File: src/rtl/prod_accumulator.sv
// Accumulates a run of unsigned 16-bit product beats into an ACC_W-bit sum with a valid/ready
// result handshake. Define PROD_ACC_SAT_EN for saturating overflow; otherwise the sum wraps.
module prod_accumulator #(
  parameter int unsigned ACC_W = 24,
  parameter int unsigned CNT_W = 8
) (
  input  logic             clk,
  input  logic             rst,
  input  logic             in_valid,
  output logic             in_ready,
  input  logic [15:0]      prod,
  input  logic [CNT_W-1:0] len,
  output logic             out_valid,
  input  logic             out_ready,
  output logic [ACC_W-1:0] acc_out,
  output logic             ovf
);

  if (ACC_W < 17) begin : gen_acc_w_check
    $error("prod_accumulator: ACC_W must be at least 17");
  end

  typedef enum logic [1:0] {StIdle, StAcc, StDone} state_e;

  localparam logic [CNT_W-1:0] CntOne = {{(CNT_W-1){1'b0}}, 1'b1};

  state_e             state_q, state_d;
  logic [ACC_W-1:0]   acc_q, acc_d;
  logic [CNT_W-1:0]   rem_q, rem_d;
  logic               ovf_q, ovf_d;
  logic [ACC_W:0]     sum;
  logic               carry;

  // One extra bit captures the carry-out of every addition.
  assign sum   = {1'b0, acc_q} + {{(ACC_W - 15){1'b0}}, prod};
  assign carry = sum[ACC_W];

  always_comb begin
    state_d = state_q;
    acc_d   = acc_q;
    rem_d   = rem_q;
    ovf_d   = ovf_q;
    unique case (state_q)
      StIdle: begin
        if (in_valid) begin
          acc_d = {{(ACC_W - 16){1'b0}}, prod};
          ovf_d = 1'b0;
          // len of 0 or 1 both mean a single-beat accumulation.
          if (len <= CntOne) begin
            rem_d   = '0;
            state_d = StDone;
          end else begin
            rem_d   = len - CntOne;
            state_d = StAcc;
          end
        end
      end
      StAcc: begin
        if (in_valid) begin
          rem_d = rem_q - CntOne;
`ifdef PROD_ACC_SAT_EN
          if (carry || ovf_q) begin
            acc_d = '1;
            ovf_d = 1'b1;
          end else begin
            acc_d = sum[ACC_W-1:0];
          end
`else
          acc_d = sum[ACC_W-1:0];
          ovf_d = ovf_q | carry;
`endif
          if (rem_q == CntOne) begin
            state_d = StDone;
          end
        end
      end
      StDone: begin
        if (out_ready) begin
          state_d = StIdle;
        end
      end
      default: state_d = StIdle;
    endcase
  end

  always_ff @(posedge clk or posedge rst) begin
    if (rst) begin
      state_q <= StIdle;
      acc_q   <= '0;
      rem_q   <= '0;
      ovf_q   <= 1'b0;
    end else begin
      state_q <= state_d;
      acc_q   <= acc_d;
      rem_q   <= rem_d;
      ovf_q   <= ovf_d;
    end
  end

  // Handshake outputs are forced low combinationally while reset is held.
  always_comb begin
    in_ready  = !rst && (state_q != StDone);
    out_valid = !rst && (state_q == StDone);
    acc_out   = acc_q;
    ovf       = ovf_q;
  end

endmodule

File: config.mk
export PLATFORM = sky130hd
export DESIGN_NAME = prod_accumulator
export DESIGN_NICKNAME = d
export VERILOG_FILES = /design/src/rtl/prod_accumulator.sv
export SDC_FILE = /design/constraint.sdc
export NUM_CORES = 1
export LEC_CHECK = 0
export BUFFER_PORTS_ARGS = -buffer_cell sky130_fd_sc_hd__buf_2
export CAP_MARGIN = 20
export CORE_ASPECT_RATIO = 1.75
export CORE_MARGIN = 10
export CORE_UTILIZATION = 25
export DETAILED_ROUTE_END_ITERATION = 16
export GPL_ROUTABILITY_DRIVEN = 0
export PLACE_DENSITY = 0.44
export SKIP_LAST_GASP = 1
export SLEW_MARGIN = 40
export SYNTH_ARGS = -nofsm -noshare
export SYNTH_HDL_FRONTEND = slang
export SYNTH_SLANG_ARGS = --single-unit
export TNS_END_PERCENT = 5
File: constraint.sdc
create_clock -name clk -period 2.55 [get_ports clk]
set_clock_uncertainty 0.1 [all_clocks]
set_input_delay 0 -clock clk [delete_from_list [all_inputs] [get_ports clk]]
set_output_delay 0 -clock clk [all_outputs]
set_load 0.02 [all_outputs]
Word-level counts from Yosys, hierarchy flattened. Index checks and enable logic that the tools add are counted.

Register bits after elaboration: 35. Input bits: 28.

Reduce and logical (&&, ||, !) cells: 7. Mux-type cells: 16. Add/sub/neg operators: 3. Magnitude comparators: 1. Equal/unequal tests: 8. Bitwise gates (word level): 1.

Operators with widths (number): $mux 24 (2); $pmux 24 s2 (1); $add 24x16->25 (1); $mux 8 (3); $pmux 8 s2 (1); $sub 8x1->8 const B (2); $mux 2 (5); $ne 2x2->1 const B (5); $eq 8x1->1 const B (1); $le 8x1->1 const B (1); $pmux 2 s3 (1); $reduce_and 4->1 (1); $reduce_and 3->1 (1); $eq 2x1->1 const B (1); $eq 2x2->1 const B (1); $logic_and 1x1->1 (2); $logic_not 2->1 (1); $mux 1 (2); $pmux 1 s2 (1); $reduce_bool 2->1 (1); $logic_not 1->1 (1); $or 1x1->1 (1).

Depth between registers and ports, before layout.
Depth in word-level cells: 4. Mapped depth: 10.

Worst setup path after synthesis. Ideal clock, no wire load.

Path kind: register to register. Start: register acc_q[0], in the netlist acc_out[0]. End: register acc_q[18], in the netlist acc_out[18]. Arrival time: 2.380 ns. Buffers on the path: 0. Cell stages (with the launch flop): 10. Data required time: 2.384 ns. Period minus slack after synthesis: 2.546 ns. Path slack: 0.004 ns. Library setup time: 0.066 ns. Path through: dfrtp_1 -> ha_1 -> inv_1 -> fa_1 -> and2b_1 -> o2111ai_1 -> a211oi_2 -> o32ai_4 -> or4_1 -> nand2_1.

Word-level cells in the longest chain between the ends: 3.

Ends and longest elaborated chain: start, declared (RTL line 28) `logic [ACC_W-1:0] acc_q, acc_d;`; start signal, assigned (RTL line 89) `acc_q <= '0;`; start signal, assigned (RTL line 94) `acc_q <= acc_d;`; $add 24x16->25 (RTL line 35) `assign sum = {1'b0, acc_q} + {{(ACC_W - 15){1'b0}}, prod};`; $mux 24 (RTL line 59) `if (in_valid) begin`; $pmux 24 s2 (RTL line 43) `unique case (state_q)`.

No other way between the ends. The select of a mux whose other input is x is not followed. A chain may end at the register's enable or synchronous reset.

Worst setup path in the final report. Same ends and word-level chain as after synthesis.

==> flow_metrics.py <==
metrics = {
    "run_status": {
        "run_status": "finished clean",
    },
    "grt": {
        "grtUsageMet3": 0.0233,
        "grt_pass1_vias": 2735,
        "grt_start_max_net_pins": 36,
        "overflow": 0,
        "busiest_layer": "met2",
        "antenna_found_initial": 0,
        "grt_pass1_wl_um": 13400,
        "grt_use_met2": 0.203,
        "met1_usage": 0.108,
        "grt_use_total": 0.106,
    },
    "routing": {
        "vias": 2583,
        "wl_per_cell_um": 15.7,
        "vias_per_cell": 4.90,
        "drtAntennaViolNets": 0,
        "drc_errors": 0,
        "postRouteWirelength_um": 8260,
        "drt_first_pass_iters": 4,
        "first_iter_violations": 124,
    },
    "synthesis": {
        "syn_area_um2": 2700,
        "synthTopCellsByArea": "dfrtp_1 32%, ha_1 9.3%, o21ai_0 6.9%, a21oi_1 5.0%, nand2_1 3.9%",
        "avgSynthCellArea_um2": 8.58,
        "syn_inst": 315,
        "synthArstFlopShare": 1.00,
        "synth_ff_type": "dfrtp_1",
        "ys_seq_elements": 35,
        "synth_edf_count": 0,
        "yosysWarnings": 0,
        "synth_top_area_share": 0.324,
        "synth.distinct_cells": 54,
        "yosysTopAreaCell": "dfrtp_1",
        "syn_nets": 364,
        "synth-seq-area-share": 0.324,
    },
    "worst_hold_path": {
        "hold_class": "in -> reg",
    },
    "die": {
        "die_h_um": 158,
        "io_pins": 55,
        "start_util": 0.254,
        "dieWidth_um": 98.6,
        "die-area_um2": 15500,
        "row_count": 50,
        "core_area_um2": 10600,
    },
    "clocking": {
        "h-tree-depth": 2,
        "clock_path_buffers": 2,
        "clock-sinks": 35,
        "numCtsBuffers": 5,
        "insertion_delay_ns": 0.29,
        "path_clk_slew_ns": 0.06,
        "cts_tree": "done",
        "clockRootBuffer": "clkbuf_16",
    },
    "pwr": {
        "leakagePower_nw": 1.72,
        "irDropWorstVdd_mv": 0.434,
        "power_per_cell_area_nw_per_um2": 1150,
    },
    "finish": {
        "antenna_cells": 0,
        "fin_util": 0.335,
        "nNetsFinal": 445,
        "area_growth_pct": 31.8,
        "drive_gt1_frac": 0.219,
    },
    "run": {
        "maxCapViolCount": 0,
    },
    "place": {
        "pre_cts_ws_ns": -0.0126,
        "portBuffers": 54,
        "dp_hpwl_um": 6390,
    },
    "timing": {
        "drv_slew": 0,
        "relSlewSlack": 0.669,
        "setup-violations-final": 0,
        "hold_viol": 0,
        "period_needed_ns": 2.48,
        "rsz0062_at_grt": "yes",
        "max_freq_mhz": 403,
        "max_slew.worst_pin.slew_ns": 0.496,
        "min_period_over_period": 0.973,
        "hold_ws_ns": 0.0572,
        "worst_slack_ns": 0.0681,
    },
    "setup_path": {
        "worstPathArrival_ns": 2.60,
        "crit_path_max_fanout": 6,
        "cpPeakStageDelay_ns": 0.48,
        "crit_path_end_kind": "flop",
        "slowest_stage": "or4_1",
        "worst_setup_path_start_kind": "flop",
        "crit_chain": "ha_2, inv_1, fa_2, and2b_1, o2111ai_2, a211oi_2, o32ai_4, or4_1, nand2_1",
        "crit_type": "reg -> reg",
        "cp.required_ns": 2.67,
    },
}
[synthesized netlist by cell type, drive strengths merged, types with 4 or more instances]
library cell and count:
nand2 29, a21oi 27, o21ai 39, clkbuf 9, a31oi 6, nor2 21, xnor2 12, dfrtp 35
mux2i 9, nand3 5, a22o 4, o21a 4, a21o 6, ha 20, xor2 8, nor3 8
and3 12, inv 16
[area by class of cell]
cell class / count / area [um2]
timing repair buffer: 84 / 543
clock inverter: 3 / 67.6
fill: 1143 / 7070
inverter: 17 / 63.8
sequential: 35 / 876
tap: 130 / 163
clock buffer: 5 / 125
multi-input combinational: 253 / 1720
[routing by layer]
layer,vias up,wire [um]
met5,-,0
met4,0,122
met3,6,340
met2,44,4490
met1,1223,3310
li1,1310,-
[worst max-delay path, delay by kind of cell (launching register included)]
kind	cells	cell delay [ns]
buf+inv	1	0.05
flops	1	0.35
fa+ha+maj	2	0.50
simple gates	3	0.78
compound gates	3	0.64
[logic make-up (layout without fill, tap and decap cells)]
kind of cell | after synthesis | in the layout | share of synthesized area
AOI/OAI and AO/OA | 105 | 105 | 0.249
xor gates and xnor gates | 20 | 20 | 0.0648
adders and majority gates | 21 | 21 | 0.100
buffers and inverters | 27 | 109 | 0.0426
DFF | 35 | 35 | 0.324
muxes | 9 | 9 | 0.0333
and+or+nand+nor | 98 | 98 | 0.187
[placed cells by master (no fill, tap or decap), types with 6 or more instances in the layout]
cell type,count
buf_2,54
o21ai_0,37
dfrtp_1,35
nand2_1,28
a21oi_1,27
nor2_1,21
ha_1,19
dlygate4sd3_1,19
inv_1,16
xnor2_1,12
and3_1,11
buf_4,11
mux2i_1,9
xor2_1,8
nor3_1,7
a21o_1,6
a31oi_1,6
[repair_timing]
action,CTS,global route
buffers inserted,1,1
hold buffers,19,0
pin swaps,3,3
resized for setup,3,0
endpoints found under the setup margin,2,5
hold endpoints to repair,53,0
[flip-flops by register name (all words and copies together) (netlist names)]
signal	cells
ovf	1
acc_out	24
rem_q	8
state_q	2
[where the power goes]
| part | total (W) | internal [W] | switching (W) | leakage, nW |
|---|---|---|---|---|
| registers | 0.00100 | 0.000784 | 0.000220 | 0.435 |
| clock network | 0.000819 | 0.000561 | 0.000258 | 0.0900 |
| logic | 0.00226 | 0.000956 | 0.00130 | 1.20 |
| total | 0.00408 | 0.00230 | 0.00178 | 1.72 |
[worst paths after layout]
check	start	slack (ns)	end	depth (start not counted)
min reg2reg	acc_out[7]$_DFFE_PP0P_	0.41	acc_out[7]$_DFFE_PP0P_	2
min in group asynchronous	rst	0.30	rem_q[5]$_DFFE_PP0P_	4
max	acc_out[0]$_DFFE_PP0P_	0.07	acc_out[18]$_DFFE_PP0P_	9
max in group asynchronous	rst	1.71	rem_q[1]$_DFFE_PP0P_	4
min	prod[1]	0.06	acc_out[1]$_DFFE_PP0P_	5
max reg2reg	acc_out[0]$_DFFE_PP0P_	0.07	acc_out[18]$_DFFE_PP0P_	9
[through the flow]
step           setup TNS, ns  std cells  power [W]  area, um2
2_1_floorplan              0        315    0.00260       2700
3_3_place_gp               0        498    0.00324       3150
3_5_place_dp         -0.0126        498    0.00325       3150
4_1_cts                    0        526    0.00413       3550
5_1_grt               -0.217        527    0.00446       3560
6_report                   0        527    0.00408       3560
Power figures use the tool's default switching activity.
